## src/rtl/mem_arb_bridge.sv

```systemverilog
// ---------------------------------------------------------------------------
// mem_arb_bridge
//
// N-channel memory front end. Per-channel address requests are arbitrated
// round-robin onto one external valid/ready request port. Up to
// MAX_OUTSTANDING requests may be in flight. An in-order tag FIFO records
// which channel issued each request, so every memory response goes back
// to its issuer.
//
// Ports
//   clk             clock, all logic on the rising edge
//   rst             asynchronous, active-low reset
//   ch_req_addr     per-channel request address, channel i at [i*ADDR_WIDTH +: ADDR_WIDTH]
//   ch_req_valid    per-channel request valid
//   ch_req_ready    per-channel request accepted (only the granted bit can be set)
//   ch_resp_data    response data, broadcast to every channel
//   ch_resp_valid   one-hot response valid for the channel that owns the response
//   ch_resp_ready   per-channel response ready
//   mem_req_addr    external request address
//   mem_req_valid   external request valid
//   mem_req_ready   external request ready
//   mem_resp_data   external response data
//   mem_resp_valid  external response valid
//   mem_resp_ready  external response ready
//   perf_issued     number of issued requests (zero unless MEM_ARB_PERF_EN)
//   perf_stall      cycles with mem_req_valid && !mem_req_ready (zero unless MEM_ARB_PERF_EN)
//
// Configuration
//   MEM_ARB_PERF_EN  when defined, builds the two 32-bit wrapping performance
//                    counters; otherwise both perf ports are tied to zero.
// ---------------------------------------------------------------------------
module mem_arb_bridge #(
    parameter int ADDR_WIDTH      = 32,
    parameter int DATA_WIDTH      = 32,
    parameter int CHANNELS        = 2,
    parameter int MAX_OUTSTANDING = 4
) (
    input  logic                           clk,
    input  logic                           rst,
    input  logic [CHANNELS*ADDR_WIDTH-1:0] ch_req_addr,
    input  logic [CHANNELS-1:0]            ch_req_valid,
    output logic [CHANNELS-1:0]            ch_req_ready,
    output logic [DATA_WIDTH-1:0]          ch_resp_data,
    output logic [CHANNELS-1:0]            ch_resp_valid,
    input  logic [CHANNELS-1:0]            ch_resp_ready,
    output logic [ADDR_WIDTH-1:0]          mem_req_addr,
    output logic                           mem_req_valid,
    input  logic                           mem_req_ready,
    input  logic [DATA_WIDTH-1:0]          mem_resp_data,
    input  logic                           mem_resp_valid,
    output logic                           mem_resp_ready,
    output logic [31:0]                    perf_issued,
    output logic [31:0]                    perf_stall
);

    localparam int TW = (CHANNELS > 1) ? $clog2(CHANNELS) : 1;
    localparam int PW = (MAX_OUTSTANDING > 1) ? $clog2(MAX_OUTSTANDING) : 1;
    localparam int CW = $clog2(MAX_OUTSTANDING + 1);
    localparam logic [CW-1:0] FULL_CNT = CW'(MAX_OUTSTANDING);
    localparam logic [PW-1:0] LAST_PTR = PW'(MAX_OUTSTANDING - 1);
    localparam logic [TW-1:0] LAST_CH  = TW'(CHANNELS - 1);

    typedef enum logic {
        ARB_FREE,
        ARB_LOCKED
    } arb_state_e;

    arb_state_e    state_q;
    logic [TW-1:0] grant_q;
    logic [TW-1:0] rr_ptr_q, rr_ptr_d;
    logic [TW-1:0] tag_q [MAX_OUTSTANDING];
    logic [PW-1:0] head_q, head_d;
    logic [PW-1:0] tail_q, tail_d;
    logic [CW-1:0] count_q, count_d;

    logic [CHANNELS-1:0] rot_valid;
    logic [TW:0]         scan_sum;
    logic                cand_found;
    logic [TW-1:0]       cand_idx;
    logic [TW-1:0]       grant;
    logic                grant_valid;
    logic                req_fire;
    logic                resp_fire;
    logic                fifo_empty;
    logic [TW-1:0]       head_tag;

    // Rotate the valid vector so that bit 0 is the channel at rr_ptr, then
    // take the lowest set bit; scanning downwards lets the lowest index win.
    always_comb begin
        rot_valid  = CHANNELS'({ch_req_valid, ch_req_valid} >> rr_ptr_q);
        scan_sum   = '0;
        cand_found = 1'b0;
        cand_idx   = '0;
        for (int k = CHANNELS - 1; k >= 0; k--) begin
            if (rot_valid[k]) begin
                scan_sum = {1'b0, rr_ptr_q} + (TW+1)'(k);
                if (scan_sum >= (TW+1)'(CHANNELS)) begin
                    scan_sum = scan_sum - (TW+1)'(CHANNELS);
                end
                cand_found = 1'b1;
                cand_idx   = scan_sum[TW-1:0];
            end
        end
    end

    // Request side. A locked grant is held regardless of the scan so the
    // presented address cannot change before the memory accepts it. Issue is
    // gated by the registered count only, so a pop never frees a slot in the
    // same cycle. Reset forces every handshake output low.
    always_comb begin
        grant         = (state_q == ARB_LOCKED) ? grant_q : cand_idx;
        mem_req_valid = rst && (count_q < FULL_CNT) &&
                        ((state_q == ARB_LOCKED) || cand_found);
        req_fire      = mem_req_valid && mem_req_ready;
        mem_req_addr  = '0;
        grant_valid   = 1'b0;
        ch_req_ready  = '0;
        for (int i = 0; i < CHANNELS; i++) begin
            if (grant == TW'(i)) begin
                mem_req_addr    = ch_req_addr[i*ADDR_WIDTH +: ADDR_WIDTH];
                grant_valid     = ch_req_valid[i];
                ch_req_ready[i] = req_fire;
            end
        end
        rr_ptr_d = (grant == LAST_CH) ? '0 : grant + TW'(1);
    end

    // Response side: the FIFO head names the owner of the next response.
    // With an empty FIFO nothing is routed and nothing is accepted.
    always_comb begin
        fifo_empty     = (count_q == '0);
        head_tag       = tag_q[head_q];
        ch_resp_data   = mem_resp_data;
        ch_resp_valid  = '0;
        mem_resp_ready = 1'b0;
        for (int i = 0; i < CHANNELS; i++) begin
            if (!fifo_empty && (head_tag == TW'(i))) begin
                ch_resp_valid[i] = mem_resp_valid;
                mem_resp_ready   = ch_resp_ready[i];
            end
        end
        resp_fire = mem_resp_valid && mem_resp_ready;
    end

    // Tag FIFO pointer and occupancy next-state; a push and pop together
    // leave the count unchanged while both pointers advance.
    always_comb begin
        head_d  = head_q;
        tail_d  = tail_q;
        count_d = count_q;
        if (resp_fire) begin
            head_d = (head_q == LAST_PTR) ? '0 : head_q + PW'(1);
        end
        if (req_fire) begin
            tail_d = (tail_q == LAST_PTR) ? '0 : tail_q + PW'(1);
        end
        if (req_fire && !resp_fire) begin
            count_d = count_q + CW'(1);
        end else if (!req_fire && resp_fire) begin
            count_d = count_q - CW'(1);
        end
    end

    // Arbiter FSM: a stalled request locks its grant until it fires, and
    // every fire moves the round-robin pointer past the winner.
    always_ff @(posedge clk or negedge rst) begin
        if (!rst) begin
            state_q  <= ARB_FREE;
            grant_q  <= '0;
            rr_ptr_q <= '0;
        end else begin
            case (state_q)
                ARB_FREE: begin
                    if (mem_req_valid && !mem_req_ready) begin
                        state_q <= ARB_LOCKED;
                        grant_q <= cand_idx;
                    end else if (req_fire) begin
                        rr_ptr_q <= rr_ptr_d;
                    end
                end
                ARB_LOCKED: begin
                    if (req_fire) begin
                        state_q  <= ARB_FREE;
                        rr_ptr_q <= rr_ptr_d;
                    end
                end
                default: state_q <= ARB_FREE;
            endcase
        end
    end

    always_ff @(posedge clk or negedge rst) begin
        if (!rst) begin
            head_q  <= '0;
            tail_q  <= '0;
            count_q <= '0;
        end else begin
            head_q  <= head_d;
            tail_q  <= tail_d;
            count_q <= count_d;
        end
    end

    // Tag storage holds only data qualified by count, so it needs no reset.
    always_ff @(posedge clk) begin
        if (req_fire) begin
            tag_q[tail_q] <= grant;
        end
    end

`ifdef MEM_ARB_PERF_EN
    logic [31:0] issued_q;
    logic [31:0] stall_q;

    always_ff @(posedge clk or negedge rst) begin
        if (!rst) begin
            issued_q <= '0;
            stall_q  <= '0;
        end else begin
            if (req_fire) begin
                issued_q <= issued_q + 32'd1;
            end
            if (mem_req_valid && !mem_req_ready) begin
                stall_q <= stall_q + 32'd1;
            end
        end
    end

    assign perf_issued = issued_q;
    assign perf_stall  = stall_q;
`else
    assign perf_issued = '0;
    assign perf_stall  = '0;
`endif

    // A requester that drops valid while its request is locked breaks the
    // hold-until-accepted handshake.
    locked_valid_held: assert property (
        @(posedge clk) disable iff (!rst) (state_q == ARB_LOCKED) |-> grant_valid
    );

endmodule
```

## config.mk

```make
export PLATFORM = sky130hd
export DESIGN_NAME = mem_arb_bridge
export DESIGN_NICKNAME = d
export VERILOG_FILES = /design/src/rtl/mem_arb_bridge.sv
export SDC_FILE = /design/constraint.sdc
export NUM_CORES = 1
export LEC_CHECK = 0
export CORE_AREA = 2 2 93 95
export DETAILED_ROUTE_END_ITERATION = 8
export DIE_AREA = 0 0 95 97
export HOLD_SLACK_MARGIN = 0.06
export PLACE_DENSITY = 0.74
export SYNTH_ARGS = -nofsm -noshare
export SYNTH_HDL_FRONTEND = slang
export SYNTH_SLANG_ARGS = --single-unit
```

## constraint.sdc

```tcl
create_clock -name clk -period 6.5 [get_ports clk]
set_input_delay 0.65 -clock clk [delete_from_list [all_inputs] [get_ports clk]]
set_output_delay 0.65 -clock clk [all_outputs]
set_load 0.01 [all_outputs]
```

==> reports/results.ini <==
[power_and_ir_drop]
worst_ir_drop_vdd_mv = 0.134
p_leak_nw = 1.13
p_per_area_nw_per_um2 = 283

[synth]
yosys_warnings = 0
synthCells = 199
yosysUniqueCellTypes = 26
synth-seq-cells = 14
mappedNetlistArea_sq_um = 1930
synth-seq-area-share = 0.192
avgSynthCellArea_sq_um = 9.69

[clocking]
numCtsBuffers = 3
cts_root_buffer = clkbuf_8
insertion_delay_ps = 240
hold_buffers = 0
post_cts_resized = 0
cts-htree-levels = 1
cts_tree = yes
cts_sinks = 14
clk_pin_slew_ps = 60
clockBufferDepth = 2
post_cts.repair.setup_buffers = 0

[critical_path]
crit_fanout = 11
path_cells = clkdlybuf4s50_1, nand2b_1, nor3b_4, nor2b_1, clkdlybuf4s50_1
crit_top_cell = clkdlybuf4s50_1
r2r_slack_ps = 4050
required_ps = 5850
cp.arrival_ps = 2910
cp-start-kind = primary input
critPathKind = in -> out
reg2regPathDepth = 7
critPathSlowestCell = clkdlybuf4s50_1
r2r-start = head_q[0]
slowest_delay_ps = 790
critPathCaptureType = output port
rr_endpoint = count_q[1]

[final_layout]
fin_nets = 389
seqCellArea_sq_um = 370
antenna_cells = 0
final_common_cell = clkdlybuf4s50_1
final_cell_mix = clkdlybuf4s50_1, conb_1, mux2_2, mux2_1, dfrtp_1
syn_to_final_growth_pct = 39.8
multi_input_area_sq_um = 1030
fillers = 828
drive_gt1_frac = 0.126

[routing]
wirelength_mm = 4.33
drt-initial-drc-count = 10
drc = 0
antenna_left = 0
firstDrtPassIters = 4
num_vias = 1402
vias_per_cell = 3.67
drt-wirelength-per-cell_microns = 11.3

[global_routing]
grt_first_pass_wirelength_mm = 6.75
globalRouteMet1Util = 0.111
grt_start_max_net_pins = 36
grt_util_met3 = 0.0218
grt_overflow_total = 0
grt-busiest-layer = met2
grt_pass1_vias = 1300
grt_use_met2 = 0.155
antenna_found_initial = 0
track_usage = 0.0908

[timing]
relSlewSlack = 0.654
finalCritPeriodShare = 0.548
rsz0062_at_grt = false
clock_skew_ps = 2.24
worstMarginPinSlew_ps = 517
hold_violations = 0
setup_tns_ps = 0
min_period_ps = 3560
setup_viol = 0
fmax_mhz = 281
worst_hold_slack_ps = 538
slew_viol_final = 0

[min_path]
min_to = grant_q
hp-class = reg -> reg
hold_depth = 1
holdCritStartpoint = grant_q

[floorplan]
die_h_microns = 97
num_rows = 33
fp.dieW_microns = 95
core_area_sq_um = 8130
num_io_pins = 238
start_util = 0.237
die-area_sq_um = 9220

[place]
globalplace.congestion = 0.800
dpl.hpwl_mm = 3.77
io_buffers = 109

[outcome]
outcome = finished clean

[run]
cap_viol_max_count = 0

[metal layers]
| layer | routed length (microns) | up-vias |
|---|---|---|
| li1 | - | 654 |
| met5 | 0 | - |
| met3 | 342 | 8 |
| met2 | 2260 | 98 |
| met1 | 1680 | 642 |
| met4 | 54 | 0 |
[registers in the layout, summed over array words and instances (netlist names), named ones only]
| register | flops |
|---|---|
| rr_ptr_q | 1 |
| grant_q | 1 |
| head_q | 2 |
| count_q | 3 |
| tail_q | 2 |
| tag_q | 4 |
[worst max path at each step]
stage	startpoint	end	slack, ps	cells past startpoint
6_report	rst	ch_req_ready[0]	2940	5
4_1_cts	rst	ch_req_ready[0]	2820	5
3_3_place_gp	rst	ch_req_ready[0]	2890	5
5_1_grt	rst	ch_req_ready[0]	2670	5
2_1_floorplan	ch_req_valid[0]	mem_req_addr[18]	4110	4
3_5_place_dp	rst	ch_req_ready[0]	2860	5
[cells by family (layout without fill, tap and decap cells)]
| logic type | count (synthesis) | count (layout) | synth area share |
|---|---|---|---|
| AO/OA/AOI/OAI | 4 | 4 | 0.0240 |
| XOR/XNOR | 3 | 3 | 0.0136 |
| adder cells (fa/ha/maj) | 7 | 7 | 0.0493 |
| buffers and inverters | 105 | 120 | 0.397 |
| flip-flops | 14 | 14 | 0.192 |
| multiplexers | 42 | 42 | 0.251 |
| other | 1 | 64 | 0.00194 |
| AND/OR/NAND/NOR | 23 | 23 | 0.0707 |
[synthesized netlist by cell type, drive strengths merged]
| cell | instances | area [sq um] |
|---|---|---|
| o311ai | 2 | 17.5 |
| and2 | 5 | 31.3 |
| buf | 99 | 743 |
| xnor2 | 1 | 8.76 |
| nor3b | 1 | 18.8 |
| conb | 1 | 3.75 |
| nand2b | 2 | 12.5 |
| nor4 | 1 | 6.26 |
| o31ai | 2 | 28.8 |
| mux4 | 1 | 22.5 |
| inv | 6 | 22.5 |
| fa | 1 | 20.0 |
| nor2 | 7 | 26.3 |
| mux2 | 38 | 428 |
| dfrtp | 10 | 250 |
| nor3 | 2 | 15.0 |
| mux2i | 3 | 33.8 |
| ha | 6 | 75.1 |
| nand2 | 2 | 7.51 |
| nor2b | 3 | 18.8 |
| edfxtp | 4 | 120 |
| xor2 | 2 | 17.5 |
[metrics by stage]
step | setup WS [ps] | std cells | power [mW] | cell area [sq um] | util
6_report | 2940 | 382 | 0.764 | 2700 | 0.331
3_5_place_dp | 2860 | 378 | 0.697 | 2650 | 0.326
4_1_cts | 2820 | 382 | 0.776 | 2700 | 0.331
3_3_place_gp | 2890 | 378 | 0.681 | 2650 | 0.326
5_1_grt | 2670 | 382 | 0.826 | 2700 | 0.331
2_1_floorplan | 4110 | 262 | 0.517 | 2160 | -
[power breakdown]
part / leakage [nW] / switching (mW) / total (mW) / internal [mW]
sequential: 0.155 / 0.0392 / 0.169 / 0.130
clock: 0.0228 / 0.0302 / 0.0736 / 0.0434
combinational: 0.954 / 0.214 / 0.522 / 0.308
total: 1.13 / 0.283 / 0.764 / 0.481
[worst max-delay path, delay by kind of cell]
kind / cells / cell delay (ps)
buffers and inverters: 2 / 1340
and+or+nand+nor: 3 / 900
[cell type report]
| class | instances | area share |
|---|---|---|
| flip-flops and latches | 14 | 0.137 |
| multi-input cells | 143 | 0.381 |
| clock buffers | 4 | 0.0167 |
| inverters | 6 | 0.00835 |
| repair buffers | 110 | 0.407 |
| well taps | 105 | 0.0487 |
Note: power is estimated with default switching activity, not from simulation.
